===== src/rtl/core_mul_issue.sv =====
`default_nettype none
// ============================================================================
// Module      : core_mul_issue
// Description : Issue/writeback sequencer in front of the iterative multiplier
//               core_mul. Optional zero-operand bypass: MUL_ZERO_BYPASS_EN.
// Revision    : 1.0 - initial release
// ============================================================================
module core_mul_issue #(
    parameter int W     = 16,
    parameter int TAG_W = 4
) (
    input  logic               clk,
    input  logic               rst,
    input  logic               in_valid,
    output logic               in_ready,
    input  logic [W-1:0]       in_a,
    input  logic [W-1:0]       in_b,
    input  logic               in_signed,
    input  logic               in_high,
    input  logic [TAG_W-1:0]   in_tag,
    input  logic               flush,
    output logic               mul_start,
    output logic [W-1:0]       mul_a,
    output logic [W-1:0]       mul_b,
    input  logic [2*W-1:0]     mul_q,
    input  logic               mul_ready,
    output logic               out_valid,
    input  logic               out_ready,
    output logic [W-1:0]       out_data,
    output logic [TAG_W-1:0]   out_tag,
    output logic               busy
);

    typedef enum logic [2:0] {
        S_IDLE  = 3'd0,
        S_ISSUE = 3'd1,
        S_WAIT  = 3'd2,
        S_DRAIN = 3'd3,
        S_HOLD  = 3'd4
    } state_t;

    state_t             state_q;
    logic [W-1:0]       a_q;
    logic [W-1:0]       b_q;
    logic               signed_q;
    logic               high_q;
    logic [TAG_W-1:0]   tag_q;
    logic               mul_start_q;
    logic               out_valid_q;
    logic [W-1:0]       out_data_q;
    logic [TAG_W-1:0]   out_tag_q;

    logic [2*W-1:0]     prod_d;
    logic [W-1:0]       res_d;
    logic               accept_d;

    // The multiplier always returns a signed product; an operand with its MSB
    // set was read as negative, so add the other operand back at weight 2^W.
    always_comb begin
        prod_d = mul_q;
        if (!signed_q) begin
            if (a_q[W-1]) prod_d = prod_d + {b_q, {W{1'b0}}};
            if (b_q[W-1]) prod_d = prod_d + {a_q, {W{1'b0}}};
        end
        res_d = high_q ? prod_d[2*W-1:W] : prod_d[W-1:0];
    end

    assign in_ready = (state_q == S_IDLE) && !rst && !flush;
    assign accept_d = in_valid && in_ready;

`ifdef MUL_ZERO_BYPASS_EN
    logic zero_d;
    assign zero_d = (in_a == '0) || (in_b == '0);
`endif

    always_ff @(posedge clk) begin
        if (rst) begin
            state_q     <= S_IDLE;
            a_q         <= '0;
            b_q         <= '0;
            signed_q    <= 1'b0;
            high_q      <= 1'b0;
            tag_q       <= '0;
            mul_start_q <= 1'b0;
            out_valid_q <= 1'b0;
            out_data_q  <= '0;
            out_tag_q   <= '0;
        end else begin
            case (state_q)
                S_IDLE: begin
                    if (accept_d) begin
                        a_q      <= in_a;
                        b_q      <= in_b;
                        signed_q <= in_signed;
                        high_q   <= in_high;
                        tag_q    <= in_tag;
`ifdef MUL_ZERO_BYPASS_EN
                        if (zero_d) begin
                            out_data_q  <= '0;
                            out_tag_q   <= in_tag;
                            out_valid_q <= 1'b1;
                            state_q     <= S_HOLD;
                        end else begin
                            mul_start_q <= 1'b1;
                            state_q     <= S_ISSUE;
                        end
`else
                        mul_start_q <= 1'b1;
                        state_q     <= S_ISSUE;
`endif
                    end
                end
                // The start pulse has already gone out this cycle, so a flush
                // here still has to wait for the multiplier to finish.
                S_ISSUE: begin
                    mul_start_q <= 1'b0;
                    state_q     <= flush ? S_DRAIN : S_WAIT;
                end
                S_WAIT: begin
                    if (flush) begin
                        state_q <= S_DRAIN;
                    end else if (mul_ready) begin
                        out_data_q  <= res_d;
                        out_tag_q   <= tag_q;
                        out_valid_q <= 1'b1;
                        state_q     <= S_HOLD;
                    end
                end
                S_DRAIN: begin
                    if (mul_ready) state_q <= S_IDLE;
                end
                S_HOLD: begin
                    if (flush || out_ready) begin
                        out_valid_q <= 1'b0;
                        state_q     <= S_IDLE;
                    end
                end
                default: begin
                    mul_start_q <= 1'b0;
                    out_valid_q <= 1'b0;
                    state_q     <= S_IDLE;
                end
            endcase
        end
    end

    assign mul_start = mul_start_q;
    assign mul_a     = a_q;
    assign mul_b     = b_q;
    assign out_valid = out_valid_q;
    assign out_data  = out_data_q;
    assign out_tag   = out_tag_q;
    assign busy      = (state_q != S_IDLE);

endmodule
`default_nettype wire


===== config.mk =====
export PLATFORM = sky130hd
export DESIGN_NAME = core_mul_issue
export DESIGN_NICKNAME = d
export VERILOG_FILES = /design/src/rtl/core_mul_issue.sv
export SDC_FILE = /design/constraint.sdc
export NUM_CORES = 1
export LEC_CHECK = 0
export BUFFER_PORTS_ARGS = -buffer_cell sky130_fd_sc_hd__buf_2
export CAP_MARGIN = 20
export CORE_ASPECT_RATIO = 1.2
export CORE_MARGIN = 1
export CORE_UTILIZATION = 25
export DETAILED_ROUTE_END_ITERATION = 6
export MAX_ROUTING_LAYER = met4
export PLACE_DENSITY_LB_ADDON = 0.25
export SETUP_SLACK_MARGIN = 0.2
export SKIP_LAST_GASP = 1
export SLEW_MARGIN = 20
export SYNTH_ARGS = -nofsm -noshare
export SYNTH_HDL_FRONTEND = slang
export SYNTH_SLANG_ARGS = --single-unit

===== constraint.sdc =====
create_clock -name clk -period 6.1 [get_ports clk]
set_input_delay 0.305 -clock clk [delete_from_list [all_inputs] [get_ports clk]]
set_output_delay 0.305 -clock clk [all_outputs]
set_load 0.01 [all_outputs]

==> summary.md <==
| Metric | Value |
|---|---|
| Status | `completed` |
| Dpl hpwl | `10250 µm` |
| Reg2Reg Setup Slack | `1.87 ns` |
| Synth Warn # | `0` |
| Die X | `120.6 µm` |
| Crit start category | `flip-flop` |
| Worst path required time | `6.29 ns` |
| Resize count post-CTS | `0` |
| DRT antenna net count | `0` |
| Synth area leader | `dfxtp_1` |
| Rel. slew slack | `0.3680` |
| Clk sink count | `63` |
| Vias in the first global route | `3987` |
| Post-route minimum period | `4.226 ns` |
| Drt total wl | `13780 µm` |
| Number of buffers created by CTS | `9` |
| Setup_tns | `0 ns` |
| Slowest CP cell | `fa_1` |
| Final Util | `0.3259` |
| Core Area | `16340 µm²` |
| Number of I/O pins | `132` |
| # DRC | `0` |
| Max Root-Sink Buffers | `2` |
| Setup Skew | `0.005109 ns` |
| Power per cell area | `214.1 nW/µm²` |
| Mean area per synthesized cell | `7.627 µm²` |
| Max Slew Vio Count | `0` |
| Max_cap viols | `0` |
| Syn_nets | `664` |
| Crit path max fanout | `5` |
| CTS tree | `built` |
| Total congestion overflow | `0` |
| FFs w/ async S/R, synth | `0` |
| Worst-path clk slew | `0.05 ns` |
| CP Data Arrival Time | `4.41 ns` |
| Setup Crit Path Kind | `flip-flop to flip-flop` |
| Vias/cell | `4.857` |
| Fmax | `236.6 MHz` |
| Tot GR Track Use | `0.1688` |
| Synth cell count leaders | `nand2_1 (119), a21oi_1 (77), dfxtp_1 (63)` |
| Routed len/inst | `15.63 µm` |
| Post-CTS Setup Bufs | `0` |
| Hold Path Depth | `3` |
| R2R Path End | `out_data[15]$_SDFFE_PP0P_` |
| Share of layout cells above drive strength 1 | `0.2582` |
| PortBufs | `131` |
| Syn Std Cell Area | `4218 µm²` |
| Largest net degree at the start of global routing | `64` |
| Worst R2R Start | `mul_b[0]$_SDFFE_PP0P_` |
| P&R area growth vs syn | `26.22%` |
| Root Buffer | `clkbuf_16` |
| Cell with the most instances after synthesis | `nand2_1` |
| Drt initial violations | `176` |
| Sequential cell area | `1261 µm²` |
| Number of synthesized flops with an enable pin | `0` |
| Unrepaired setup endpoints after global routing | `false` |
| Main flop type after synthesis | `dfxtp_1` |
| Fillcell total | `1810` |
| Hold Startpoint | `in_a[1]` |
| Worst-Margin Slew | `0.9468 ns` |
| Die Area | `17400 µm²` |
| Critical path's largest stage delay | `0.41 ns` |
| Peak supply drop | `115.3 µV` |
| # H-tree levels | `3` |
| Initial Util | `0.2582` |
| Row count | `51` |
| Antenna diodes | `0` |
| Gpl congestion | `0.8680` |
| Sequential cell area fraction in the yosys report | `0.2990` |
| Critical path cell sequence | `ha_1 -> fa_1 -> a21o_1 -> a21oi_2 -> o21bai_1 -> a21oi_1 -> xnor2_1 -> mux2_2 -> ha_1 -> a2111oi_0 -> o21ai_0 -> nand4_1 -> a21oi_1 -> o41ai_1 -> xor2_1 -> nor2_1 -> xnor2_1 -> o22ai_1` |
| #FFs+latches synth | `63` |
| Mapped Cells | `553` |
| Cts hold-fix bufs | `0` |
| Via count | `4284` |
| DRT Pass-1 Iters | `4` |
| Initial antenna violation count | `0` |
| CP endpoint kind | `flip-flop` |
| Leak | `0.002320 µW` |
| Final period util | `0.6929` |
| Nets | `776` |
| Final Hold Fails | `0` |
| Hold Crit Class | `input port to flip-flop` |
| FF-to-FF path depth | `18` |
| Hold endpoint | `mul_a[1]$_SDFFE_PP0P_` |
| Die height | `144.3 µm` |
| Area share of the largest cell type after synthesis | `0.2990` |
| Worst-Skew Late Latency | `0.34 ns` |
| Setup Viol. Count Final | `0` |
| Area of the multi-input gates | `2781 µm²` |
| First-pass GRT wire length | `21690 µm` |
| Post-synth cell types | `65` |
| Top cells by area, synth | `dfxtp_1 (30%), nand2_1 (11%), ha_1 (9.8%)` |
## report_power, final
part           switching, µW  internal, µW  total (µW)
logic                    119          91.8         211
registers               17.9           426         444
clock network            190           296         486
## sequential cells by signal, indices dropped and copies added, names as in the netlist
signal and count:
mul_a 16, out_valid 1, out_data 16, mul_start 1
high_q 1, tag_q 4, signed_q 1, out_tag 4
mul_b 16, state_q 3
## metrics by stage
stage | area (µm²) | worst slack, ns | std cells | power (µW) | hold slack [ns]
final | 5324 | 1.874 | 882 | 1140 | 0.1980
after global routing | 5324 | 1.440 | 882 | 1204 | 0.1985
after global placement | 5046 | 1.816 | 866 | 664.4 | 0.4419
after detailed placement | 5046 | 1.787 | 866 | 663.5 | 0.4451
after floorplan | 4218 | 2.187 | 553 | 587.9 | 0.4321
after CTS | 5324 | 1.865 | 882 | 1158 | 0.1892
## layer usage
layer	up-vias	part of all wire	track usage
met5	-	0	-
met4	0	0.013	0.05068
met3	13	0.043	0.03352
met2	101	0.47	0.2750
met1	1968	0.47	0.2103
li1	2202	-	-
## worst max path at each step
stage / start / end / slack (ns) / cells after the start
detailed placement: mul_q[16] / out_data[9]$_SDFFE_PP0P_ / 1.79 / 19
global route: mul_b[0]$_SDFFE_PP0P_ / out_data[15]$_SDFFE_PP0P_ / 1.44 / 18
global placement: mul_q[16] / out_data[9]$_SDFFE_PP0P_ / 1.82 / 19
CTS: mul_b[0]$_SDFFE_PP0P_ / out_data[15]$_SDFFE_PP0P_ / 1.86 / 18
floorplan: mul_b[0]$_SDFFE_PP0P_ / out_data[9]$_SDFFE_PP0P_ / 2.19 / 18
finish: mul_b[0]$_SDFFE_PP0P_ / out_data[15]$_SDFFE_PP0P_ / 1.87 / 18
## critical path, delay by kind of cell, from the launching register on
kind | cells | cell delay (ns)
muxes | 1 | 0.28
AOI/OAI and AO/OA | 9 | 1.83
and+or+nand+nor | 2 | 0.25
adders and majority gates | 3 | 0.97
xor gates and xnor gates | 3 | 0.43
DFF | 1 | 0.32
## cell families (layout without fill, tap and decap cells)
family	after synthesis	count (layout)	synth area share
simple gates	195	195	0.1991
compound gates	175	175	0.2649
flops	63	63	0.2990
buf+inv	47	164	0.04301
fa+ha+maj	35	35	0.1074
xor+xnor	22	22	0.04568
mux	16	16	0.04094
## final cells by class
cell class,count,area share
clock inverters,3,0.003290
repair buffers,136,0.1302
flip-flops and latches,63,0.2369
inverters,12,0.008461
multi-input cells,443,0.5224
well taps,212,0.04982
clock buffers,13,0.04888
## cell usage in the layout (no fill, tap or decap), types with 6 or more instances in the layout
cell,Yosys,routed
a211oi_1,12,12
buf_2,4,131
clkbuf_16,0,9
a21oi_1,77,77
nor3_1,7,7
nand2_1,119,119
inv_1,11,11
o21ai_0,24,24
xor2_1,6,6
a21o_1,7,7
ha_1,33,33
xnor2_1,16,16
nand3_1,9,9
nor2_1,34,34
o211ai_1,10,10
mux2_2,10,10
mux2i_1,6,6
dfxtp_1,63,63
(Power assumes the default switching activity.)
